==> config.mk <==
export PLATFORM = sky130hd
export DESIGN_NAME = mem_arbiter_flat
export DESIGN_NICKNAME = d
export VERILOG_FILES = /design/src/rtl/mem_arbiter_pkg.sv /design/src/rtl/mem_arbiter_if.sv /design/src/rtl/block_word_counter.sv /design/src/rtl/mem_arbiter.sv /design/src/flat_wrapper.sv
export SDC_FILE = /design/constraint.sdc
export NUM_CORES = 1
export LEC_CHECK = 0
export CAP_MARGIN = 20
export CORE_MARGIN = 1.5
export CORE_UTILIZATION = 35
export CTS_CLUSTER_DIAMETER = 100
export DETAILED_ROUTE_END_ITERATION = 7
export GPL_ROUTABILITY_DRIVEN = 0
export PLACE_DENSITY = 0.95
export SLEW_MARGIN = 20
export SYNTH_ARGS = -nofsm -noshare
export SYNTH_HDL_FRONTEND = slang
export SYNTH_HIERARCHICAL = 1
export SYNTH_SLANG_ARGS = --single-unit
==> constraint.sdc <==
create_clock -name clk -period 4.25 [get_ports clk]
set_input_delay 0.85 -clock clk [delete_from_list [all_inputs] [get_ports clk]]
set_output_delay 0.85 -clock clk [all_outputs]
set_load 0.01 [all_outputs]
==> src/rtl/mem_arbiter_pkg.sv <==
// Shared definitions for the I/D cache fill and store arbiter.
// Block geometry, FSM encoding and the block-base address helper.
package mem_arbiter_pkg;

  localparam int WORDS_PER_BLOCK   = 8;
  localparam int BLOCK_OFFSET_BITS = 4;
  localparam int WORD_IDX_BITS     = $clog2(WORDS_PER_BLOCK);
  localparam int ADDR_W            = 16;
  localparam int DATA_W            = 16;

  typedef enum logic [2:0] {
    ST_IDLE   = 3'd0,
    ST_WRITE  = 3'd1,
    ST_FILL_I = 3'd2,
    ST_FILL_D = 3'd3,
    ST_DONE   = 3'd4
  } arb_state_t;

  // Clears the byte offset so a fill always starts at word 0 of the block.
  function automatic logic [ADDR_W-1:0] block_base(input logic [ADDR_W-1:0] addr);
    return addr & ~ADDR_W'((1 << BLOCK_OFFSET_BITS) - 1);
  endfunction

endpackage

==> src/rtl/mem_arbiter_if.sv <==
// Cache-side request/fill signals and the memory port of the arbiter.
// master = caches plus memory model, slave = the arbiter itself.
interface mem_arbiter_if;
  import mem_arbiter_pkg::*;

  logic                     icache_req;
  logic [ADDR_W-1:0]        icache_addr;
  logic                     dcache_req;
  logic [ADDR_W-1:0]        dcache_addr;
  logic                     dcache_wr;
  logic [DATA_W-1:0]        dcache_wr_data;

  logic                     mem_enable;
  logic                     mem_wr;
  logic [ADDR_W-1:0]        mem_addr;
  logic [DATA_W-1:0]        mem_data_in;
  logic [DATA_W-1:0]        mem_data_out;
  logic                     mem_data_valid;

  logic [DATA_W-1:0]        fill_data;
  logic [WORD_IDX_BITS-1:0] fill_word;
  logic                     icache_data_valid;
  logic                     dcache_data_valid;
  logic                     icache_fill_done;
  logic                     dcache_fill_done;
  logic                     dcache_wr_ack;
  logic                     busy;

  modport master (
    output icache_req, icache_addr, dcache_req, dcache_addr,
           dcache_wr, dcache_wr_data, mem_data_out, mem_data_valid,
    input  mem_enable, mem_wr, mem_addr, mem_data_in, fill_data, fill_word,
           icache_data_valid, dcache_data_valid, icache_fill_done,
           dcache_fill_done, dcache_wr_ack, busy
  );

  modport slave (
    input  icache_req, icache_addr, dcache_req, dcache_addr,
           dcache_wr, dcache_wr_data, mem_data_out, mem_data_valid,
    output mem_enable, mem_wr, mem_addr, mem_data_in, fill_data, fill_word,
           icache_data_valid, dcache_data_valid, icache_fill_done,
           dcache_fill_done, dcache_wr_ack, busy
  );

endinterface

==> src/rtl/block_word_counter.sv <==
// Word index counter within a cache block: synchronous clear, count enable, natural wrap.
// One-cycle update latency; no backpressure, counts whenever enabled.
module block_word_counter #(
  parameter int WIDTH = 3
) (
  input  logic             clk,
  input  logic             rst,
  input  logic             clr,
  input  logic             en,
  output logic [WIDTH-1:0] cnt
);

  always_ff @(posedge clk) begin
    if (rst || clr) begin
      cnt <= '0;
    end else if (en) begin
      cnt <= cnt + 1'b1;
    end
  end

endmodule

==> src/rtl/mem_arbiter.sv <==
// Arbitrates D-cache stores and I/D block fills onto one memory port (fixed priority).
// Grant registered one cycle after request; a fill or store runs to DONE before re-arbitration.
module mem_arbiter #(
  parameter int WORDS_PER_BLOCK = mem_arbiter_pkg::WORDS_PER_BLOCK
) (
  input  logic          clk,
  input  logic          rst,
  mem_arbiter_if.slave  bus
);
  import mem_arbiter_pkg::*;

  localparam logic [WORD_IDX_BITS-1:0] LAST_WORD = WORD_IDX_BITS'(WORDS_PER_BLOCK - 1);

  arb_state_t               state_q, state_d;
  logic [ADDR_W-1:0]        addr_q, addr_d;
  logic                     issue_done_q, issue_done_d;
  logic                     cnt_clr;
  logic                     issue_en;
  logic                     recv_en;
  logic [WORD_IDX_BITS-1:0] issue_cnt;
  logic [WORD_IDX_BITS-1:0] recv_cnt;

  block_word_counter #(.WIDTH(WORD_IDX_BITS)) u_issue_cnt (
    .clk (clk),
    .rst (rst),
    .clr (cnt_clr),
    .en  (issue_en),
    .cnt (issue_cnt)
  );

  block_word_counter #(.WIDTH(WORD_IDX_BITS)) u_recv_cnt (
    .clk (clk),
    .rst (rst),
    .clr (cnt_clr),
    .en  (recv_en),
    .cnt (recv_cnt)
  );

  always_ff @(posedge clk) begin
    if (rst) begin
      state_q      <= ST_IDLE;
      addr_q       <= '0;
      issue_done_q <= 1'b0;
    end else begin
      state_q      <= state_d;
      addr_q       <= addr_d;
      issue_done_q <= issue_done_d;
    end
  end

  always_comb begin
    state_d               = state_q;
    addr_d                = addr_q;
    issue_done_d          = 1'b0;
    cnt_clr               = 1'b1;
    issue_en              = 1'b0;
    recv_en               = 1'b0;
    bus.mem_enable        = 1'b0;
    bus.mem_wr            = 1'b0;
    bus.mem_addr          = '0;
    bus.mem_data_in       = '0;
    bus.fill_data         = '0;
    bus.fill_word         = '0;
    bus.icache_data_valid = 1'b0;
    bus.dcache_data_valid = 1'b0;
    bus.icache_fill_done  = 1'b0;
    bus.dcache_fill_done  = 1'b0;
    bus.dcache_wr_ack     = 1'b0;
    bus.busy              = (state_q != ST_IDLE);

    case (state_q)
      ST_IDLE: begin
        if (bus.dcache_wr) begin
          state_d = ST_WRITE;
          addr_d  = bus.dcache_addr;
        end else if (bus.dcache_req) begin
          state_d = ST_FILL_D;
          addr_d  = block_base(bus.dcache_addr);
        end else if (bus.icache_req) begin
          state_d = ST_FILL_I;
          addr_d  = block_base(bus.icache_addr);
        end
      end

      ST_WRITE: begin
        bus.mem_enable    = 1'b1;
        bus.mem_wr        = 1'b1;
        bus.mem_addr      = addr_q;
        bus.mem_data_in   = bus.dcache_wr_data;
        bus.dcache_wr_ack = 1'b1;
        state_d           = ST_DONE;
      end

      ST_FILL_I, ST_FILL_D: begin
        cnt_clr      = 1'b0;
        issue_done_d = issue_done_q;
        // Read strobes run back to back; returning beats may overlap the tail of the issue phase.
        if (!issue_done_q) begin
          bus.mem_enable = 1'b1;
          bus.mem_addr   = {addr_q[ADDR_W-1:BLOCK_OFFSET_BITS], issue_cnt, 1'b0};
          issue_en       = 1'b1;
          if (issue_cnt == LAST_WORD) begin
            issue_done_d = 1'b1;
          end
        end
        if (bus.mem_data_valid) begin
          recv_en       = 1'b1;
          bus.fill_data = bus.mem_data_out;
          bus.fill_word = recv_cnt;
          if (state_q == ST_FILL_I) begin
            bus.icache_data_valid = 1'b1;
          end else begin
            bus.dcache_data_valid = 1'b1;
          end
          if (recv_cnt == LAST_WORD) begin
            bus.icache_fill_done = (state_q == ST_FILL_I);
            bus.dcache_fill_done = (state_q == ST_FILL_D);
            state_d              = ST_DONE;
          end
        end
      end

      // Gives the served requester a cycle to drop its request before re-arbitration.
      ST_DONE: begin
        state_d = ST_IDLE;
      end

      default: begin
        state_d = ST_IDLE;
      end
    endcase
  end

endmodule

==> src/flat_wrapper.sv <==
// flat-port wrapper written by rule: the top's interface ports become plain ports
module mem_arbiter_flat import mem_arbiter_pkg::*;
#(
  parameter int WORDS_PER_BLOCK = mem_arbiter_pkg::WORDS_PER_BLOCK
)
  (clk, rst, bus_icache_req, bus_icache_addr, bus_dcache_req, bus_dcache_addr, bus_dcache_wr, bus_dcache_wr_data, bus_mem_data_out, bus_mem_data_valid, bus_mem_enable, bus_mem_wr, bus_mem_addr, bus_mem_data_in, bus_fill_data, bus_fill_word, bus_icache_data_valid, bus_dcache_data_valid, bus_icache_fill_done, bus_dcache_fill_done, bus_dcache_wr_ack, bus_busy);
  mem_arbiter_if bus_i ();
  input  logic clk;
  input  logic rst;
  input wire logic [$bits(bus_i.icache_req)-1:0] bus_icache_req;
  input wire logic [$bits(bus_i.icache_addr)-1:0] bus_icache_addr;
  input wire logic [$bits(bus_i.dcache_req)-1:0] bus_dcache_req;
  input wire logic [$bits(bus_i.dcache_addr)-1:0] bus_dcache_addr;
  input wire logic [$bits(bus_i.dcache_wr)-1:0] bus_dcache_wr;
  input wire logic [$bits(bus_i.dcache_wr_data)-1:0] bus_dcache_wr_data;
  input wire logic [$bits(bus_i.mem_data_out)-1:0] bus_mem_data_out;
  input wire logic [$bits(bus_i.mem_data_valid)-1:0] bus_mem_data_valid;
  output wire logic [$bits(bus_i.mem_enable)-1:0] bus_mem_enable;
  output wire logic [$bits(bus_i.mem_wr)-1:0] bus_mem_wr;
  output wire logic [$bits(bus_i.mem_addr)-1:0] bus_mem_addr;
  output wire logic [$bits(bus_i.mem_data_in)-1:0] bus_mem_data_in;
  output wire logic [$bits(bus_i.fill_data)-1:0] bus_fill_data;
  output wire logic [$bits(bus_i.fill_word)-1:0] bus_fill_word;
  output wire logic [$bits(bus_i.icache_data_valid)-1:0] bus_icache_data_valid;
  output wire logic [$bits(bus_i.dcache_data_valid)-1:0] bus_dcache_data_valid;
  output wire logic [$bits(bus_i.icache_fill_done)-1:0] bus_icache_fill_done;
  output wire logic [$bits(bus_i.dcache_fill_done)-1:0] bus_dcache_fill_done;
  output wire logic [$bits(bus_i.dcache_wr_ack)-1:0] bus_dcache_wr_ack;
  output wire logic [$bits(bus_i.busy)-1:0] bus_busy;
  assign bus_i.icache_req = bus_icache_req;
  assign bus_i.icache_addr = bus_icache_addr;
  assign bus_i.dcache_req = bus_dcache_req;
  assign bus_i.dcache_addr = bus_dcache_addr;
  assign bus_i.dcache_wr = bus_dcache_wr;
  assign bus_i.dcache_wr_data = bus_dcache_wr_data;
  assign bus_i.mem_data_out = bus_mem_data_out;
  assign bus_i.mem_data_valid = bus_mem_data_valid;
  assign bus_mem_enable = bus_i.mem_enable;
  assign bus_mem_wr = bus_i.mem_wr;
  assign bus_mem_addr = bus_i.mem_addr;
  assign bus_mem_data_in = bus_i.mem_data_in;
  assign bus_fill_data = bus_i.fill_data;
  assign bus_fill_word = bus_i.fill_word;
  assign bus_icache_data_valid = bus_i.icache_data_valid;
  assign bus_dcache_data_valid = bus_i.dcache_data_valid;
  assign bus_icache_fill_done = bus_i.icache_fill_done;
  assign bus_dcache_fill_done = bus_i.dcache_fill_done;
  assign bus_dcache_wr_ack = bus_i.dcache_wr_ack;
  assign bus_busy = bus_i.busy;
  mem_arbiter #(.WORDS_PER_BLOCK(WORDS_PER_BLOCK)) u_core (.clk(clk), .rst(rst), .bus(bus_i));
endmodule
==> summary.md, run 1 <==
| Metric | Value |
|---|---|
| Cells after synthesis | `just under 200` |
| HP Start | `u_core/addr_q[2]` |
| Critical path's slowest cell | `clkdlybuf4s50_1` |
| # Max-Cap Violations | `0` |
| R2r setup slk | `2.06 ns` |
| Post-DR vias/cell | `around 5` |
| CTS Hold Bufs | `0` |
| CTS resizes | `0` |
| # port buffers | `between 100 and 150` |
| GRT busiest layer | `met2` |
| Die width | `between 60 and 70 um` |
| Peak supply drop | `0.195 mV` |
| EDFF count, synth | `0` |
| Initial antenna violation count | `0` |
| Post-route ant nets | `0` |
| HPWL after DPL | `about 3600 um` |
| CP peak stage delay | `between 0.5 and 0.6 ns` |
| Dominant register cell in the synthesized netlist | `dfxtp_1` |
| Synth area leader | `dfxtp_1` |
| I/O pin total | `approximately 130` |
| Type of origin of the critical path | `input port` |
| Seq/Total Area, Yosys | `0.335` |
| Post-layout min period | `approximately 3.5 ns` |
| Worst Reg-to-Reg Cells | `4` |
| Post-synth ARST share | `0` |
| Drt drc | `0` |
| # diodes | `0` |
| Ys Warns | `6` |
| Pin count of the biggest net entering global routing | `27` |
| Most used cell, CP | `clkdlybuf4s50_1` |
| Final setup fails | `0` |
| Aggregate global-route resource usage | `0.188` |
| Routed wire length per instance | `between 10 and 15 um` |
| Clock Sinks | `26` |
| Worst hold path depth | `2` |
| Die ar. | `around 0.0048 mm2` |
| Yosys reg bits | `26` |
| Worst hold path class | `flip-flop to flip-flop` |
| Fin Setup TNS | `0 ns` |
| Required time worst endpoint | `3.40 ns` |
| Hold EP | `u_core/addr_q[2]` |
| Fin. Hold Viols | `0` |
| Synth top area share | `0.335` |
| Post-Syn Nets | `between 200 and 300` |
| Slew headroom | `0.330` |
| First-pass GRT wire length | `~7800 um` |
| DP Area | `approximately 0.0028 mm2` |
| Skew final | `0.00297 ns` |
| Final worst-path cycle share | `0.820` |
| Crit path cell chain | `clkdlybuf4s50_1 > and3b_1 > buf_4 > and2_1 > clkdlybuf4s50_1` |
| Outcome | `complete, no violations` |
| CTS tree | `built` |
| Cell area power density | `267 mW/mm2` |
| Pins over their slew limit | `0` |
| Latest clock arrival within the worst-skew pair | `0.26 ns` |
| Rows | `24` |
| Worst-Margin Slew | `between 1 and 1.5 ns` |
| Worst r2r src | `u_core/state_q[1]` |
| Initial drt markers | `37` |
| Syn avg cell area | `slightly below 8 um2` |
| Die Span Y | `approximately 70 um` |
| Core Footprint | `approximately 0.0043 mm2` |
| Postcts setup bufs | `0` |
| Vias in the first global route | `1727` |
| Layout cells sized above 1 | `0.0385` |
| Clock Pin Slew Worst Setup and Hold Paths | `about 0.080 ns` |
| Area delta synth->final | `83.9%` |
| Setup Crit Path Kind | `input port to primary output` |
| Netlist Area Pre-Place | `about 0.0016 mm2` |
| Root Buffer | `clkbuf_8` |
| First-pass iteration count of the detailed router | `4` |
| Fmax achieved | `between 200 and 300 MHz` |
| CP max FO | `14` |
| Initial core utilization | `0.359` |
| Crit path DAT | `approximately 2.6 ns` |
| CTS buffer count | `3` |
| RSZ-0062 raised after global routing | `no` |
| Nets | `between 300 and 400` |
| Fin area | `0.00286 mm2` |
| Final WL | `4620 um` |
| Distinct cells, synth | `29` |
| P_leak | `approximately 1.0 nW` |
| RR Endpoint | `u_core/addr_q[5]` |
| M2 GR Usage | `0.348` |
| Via count | `roughly 1800` |
| Synth area leaders | `dfxtp_1 34%, and2_1 20%, a311oi_1 6.8%` |
| Clock Path Buffers | `2` |
| GR Overflow Total | `0` |
| Global-route track usage on met1 | `0.214` |
| Met3 Use GR | `0.0480` |
| Worst Setup End Kind | `primary output` |
| CTS H-tree depth | `1` |
==> cell type report <==
cell class | instances | area [um2]
clock buffers | 3 | 41.3
fillers | 379 | 1470
inverters | 3 | 11.3
multi-input cells | 154 | 961
flip-flops and latches | 26 | 520
well taps | 52 | 65.1
repair buffers | 126 | 1260
==> through the flow <==
| step | utilization | hold slack [ns] | cells | power, mW | setup WS, ns |
|---|---|---|---|---|---|
| after global placement | 0.651 | 0.461 | 361 | 0.628 | 0.801 |
| after detailed placement | 0.651 | 0.475 | 361 | 0.638 | 0.750 |
| after CTS | 0.660 | 0.488 | 364 | 0.768 | 0.744 |
| after global routing | 0.660 | 0.513 | 364 | 0.813 | 0.640 |
| final | 0.660 | 0.488 | 364 | 0.764 | 0.767 |
| after floorplan | - | 0.445 | 198 | 0.461 | 1.84 |
==> sequential cells by signal, summed over array words and instances, names as in the netlist <==
signal and count:
u_core/state_q 3, u_core/addr_q 16, u_core/u_recv_cnt/cnt 3, u_core/issue_done_q 1, u_core/u_issue_cnt/cnt 3
==> routing by layer <==
layer  vias up  wire (um)  part of all wire
li1        928          -                 -
met1       805       1810              0.39
met2        81       2370              0.51
met3         4        392             0.085
met4         0         34            0.0074
met5         -          0                 0
==> report_power, final <==
group / internal, mW / switching, mW / total (mW)
Combinational: 0.187 / 0.147 / 0.334
Sequential: 0.275 / 0.0212 / 0.296
Clock: 0.0633 / 0.0699 / 0.133
==> worst max-delay path by stage <==
stage                  startpoint                 to  cells after the start
2_1_floorplan  bus_mem_data_valid  bus_fill_data[10]                      3
3_3_place_gp   bus_mem_data_valid  bus_fill_data[13]                      5
3_5_place_dp   bus_mem_data_valid   bus_fill_data[3]                      5
4_1_cts        bus_mem_data_valid   bus_fill_data[3]                      5
5_1_grt        bus_mem_data_valid   bus_fill_data[3]                      5
6_report       bus_mem_data_valid   bus_fill_data[3]                      5
==> critical path, delay by kind of cell <==
family | cells | cell delay [ns]
AND/OR/NAND/NOR | 2 | 0.54
buffers and inverters | 3 | 1.25
==> cells in the final DEF, fill, tap and decap left out, drive strengths merged <==
master         instances
a2111oi                1
a211oi                 3
a21bo                  2
a21oi                 18
a22o                   3
a311oi                12
a31oi                  1
and2                  50
and3b                  1
buf                    2
clkbuf                 3
clkdlybuf4s50        124
dfxtp                 26
ha                     2
inv                    3
mux2i                  2
nand2                 13
nand3                  5
nand3b                 2
nand4                  2
nor2                   7
nor2b                  1
nor3                   8
o21ai                 17
or3                    2
xnor2                  2
==> synth_stat cells, types with 3 or more instances <==
| library cell | number |
|---|---|
| a21oi_1 | 18 |
| and2_1 | 50 |
| a311oi_1 | 12 |
| dfxtp_1 | 26 |
| nand2_1 | 13 |
| o21ai_0 | 17 |
| clkbuf_1 | 10 |
| nor3_1 | 7 |
| nor2_1 | 7 |
| a22o_1 | 3 |
| buf_2 | 4 |
| nand3_1 | 5 |
==> logic make-up after synthesis <==
kind of cell	Yosys count	synth area share
AO/OA/AOI/OAI	57	0.241
XOR/XNOR	2	0.0113
adder cells (fa/ha/maj)	2	0.0161
buffers and inverters	18	0.0492
flip-flops	26	0.335
multiplexers	2	0.0129
AND/OR/NAND/NOR	91	0.334
Power figures use the tool's default switching activity.
==> run 2, diff against run 1 <==
Settings changed: CORE_UTILIZATION 35 to 29, PLACE_DENSITY 0.95 to 0.86.
Clock period 4.25 ns to 2.9 ns, I/O delays scaled along.
==> run 2 against run 1 <==
Die area up 20%. Core utilization fell by 7.9 points. Clock skew increased by 0.0021 ns. Clock power up 130%. Final cell count rose by 7.4%. Wire length is 12% higher. Non-clock buffer count increased by 8. Clock-buffer cell count is the same. Flip-flop and latch count is the same. Hold slack worse by 0.0080 ns. Largest cell class unchanged.
==> summary.md, run 2 (synthesized netlist as in run 1, its figures left out) <==
| Metric | Value |
|---|---|
| Core Footprint | `0.00514 mm2 (+19%)` |
| I/O pin total | `129 (unchanged)` |
| Nets | `394 (+2.1%)` |
| Setup Crit Path Kind | `flip-flop to primary output` |
| Drt drc | `0 (unchanged)` |
| Rows | `26 (+8.3%)` |
| Clock Path Buffers | `2 (unchanged)` |
| Routed wire length per instance | `13.2 um (+4.0%)` |
| Final core utilization | `0.582 (-0.0788)` |
| Initial drt markers | `47 (+27%)` |
| P_leak | `1.08 nW (+5.7%)` |
| CP max FO | `8 (-6)` |
| Root Buffer | `clkbuf_8` |
| First-pass iteration count of the detailed router | `4 (unchanged)` |
| Initial antenna violation count | `0 (unchanged)` |
| CTS H-tree depth | `1 (unchanged)` |
| Die width | `76.2 um (+9.4%)` |
| Latest clock arrival within the worst-skew pair | `0.27 ns (about the same)` |
| CTS buffer count | `3 (unchanged)` |
| Most common cell after layout, fill and taps aside | `clkdlybuf4s50_1` |
| Aggregate global-route resource usage | `0.173 (-0.0149)` |
| First-pass GRT wire length | `8430 um (+8.7%)` |
| Clock Sinks | `26 (unchanged)` |
| Max reg flops | `16 (unchanged)` |
| CTS Hold Bufs | `0 (unchanged)` |
| Worst Setup End Kind | `primary output` |
| Area delta synth->final | `92.5%` |
| # Max-Cap Violations | `0 (unchanged)` |
| Vias in the first global route | `1834 (+6.2%)` |
| Cell area power density | `422 mW/mm2 (+58%)` |
| Final worst-path cycle share | `0.951` |
| # port buffers | `124 (unchanged)` |
| Clock Pin Slew Worst Setup and Hold Paths | `0.09 ns (about the same)` |
| Fmax achieved | `approximately 360 MHz` |
| Fin Setup TNS | `0 ns (unchanged)` |
| CTS tree | `built` |
| Fin. Hold Viols | `0 (unchanged)` |
| Via count | `1879 (+3.4%)` |
| Final setup fails | `0 (unchanged)` |
| Outcome | `complete, no violations` |
| Type of origin of the critical path | `flip-flop` |
| Postcts setup bufs | `0 (unchanged)` |
| Post-layout min period | `2.76 ns` |
| HPWL after DPL | `3940 um (+8.4%)` |
| Required time worst endpoint | `2.32 ns (-1.08 ns)` |
| # diodes | `0 (unchanged)` |
| RSZ-0062 raised after global routing | `no` |
| Slew headroom | `0.462 (+0.132)` |
| Die Span Y | `76.2 um (+9.4%)` |
| Worst hold path class | `flip-flop to flip-flop` |
| Pins over their slew limit | `0 (unchanged)` |
| Initial core utilization | `0.302 (-0.0570)` |
| Final WL | `5160 um (+12%)` |
| Post-DR vias/cell | `4.81 (-3.8%)` |
| Skew final | `0.00510 ns (+0.00214 ns)` |
| Biggest register | `u_core/addr_q` |
| Worst-Margin Slew | `0.805 ns (-0.195 ns)` |
| Layout cells sized above 1 | `0.0685 (+0.0301)` |
| Peak supply drop | `0.352 mV (+81%)` |
| Post-route ant nets | `0 (unchanged)` |
| Leading cell types in the layout, fill and taps excluded | `124 x clkdlybuf4s50_1, 50 x and2_1, 26 x dfxtp_1, 18 x a21oi_1, 17 x o21ai_0` |
| Die ar. | `0.00580 mm2 (+20%)` |
| Total Power | `1.26 mW (+65%)` |
| GR Overflow Total | `0 (unchanged)` |
| Crit path DAT | `2.18 ns (-0.45 ns)` |
| Pin count of the biggest net entering global routing | `27 (unchanged)` |
-- run 2: cell types whose count changed in the layout (fill, tap and decap cells not counted) --
cell | previous run | this run
nor3_4 | 1 | 2
nor2_1 | 7 | 6
nor2_2 | 0 | 1
nor3_2 | 1 | 0
buf_12 | 0 | 1
bufinv_16 | 0 | 1
buf_4 | 2 | 9
-- run 2: path summary, 6_finish.rpt --
path	startpoint	to	slack [ns]	cells past startpoint
worst max-delay path	u_core/state_q[1]	bus_mem_addr[2]	0.14	5
worst min-delay path	u_core/addr_q[0]	u_core/addr_q[0]	0.48	2
worst min register to register	u_core/addr_q[0]	u_core/addr_q[0]	0.48	2
worst max register to register	u_core/state_q[1]	u_core/addr_q[11]	0.88	5
-- run 2: cell type report --
cell class,instances,area [um2]
fill,501,2150
timing repair buffer,134,1330
multi-input combinational,154,970
sequential,26,520
tap,70,87.6
clock buffer,3,41.3
clock inverter,1,30.0
inverter,3,11.3
-- run 2: metrics by stage --
stage                     hold WS, ns  area, um2  cells  setup WS [ns]
after floorplan                 0.445       1550    198          0.971
after global placement          0.460       2910    387          0.194
after detailed placement        0.468       2910    387          0.176
after CTS                       0.477       2980    391          0.120
after global routing            0.519       2990    391        0.00377
final                           0.480       2990    391          0.141
-- run 2: power by group --
part	switching, mW	internal [mW]
combinational	0.230	0.293
sequential	0.0323	0.403
clock	0.117	0.185
-- run 2: timing repair --
item	CTS	global route
resized for setup	0	2
hold endpoints to repair	0	0
endpoints found under the setup margin	0	8
-- run 2: worst max-delay path, stage by stage, from the launching register on --
cell	delay, ns
dfxtp_1	0.52
nor2b_1	0.26
inv_1	0.19
nor2_2	0.21
a22o_1	0.17
clkdlybuf4s50_1	0.55
-- run 2: layer usage --
layer  GRT usage  vias to the layer above  wire length (um)
li1            -                      943                 -
met1       0.203                      855              2110
met2       0.316                       75              2660
met3      0.0287                        6               323
met4      0.0630                        0                65
met5           0                        -                 0
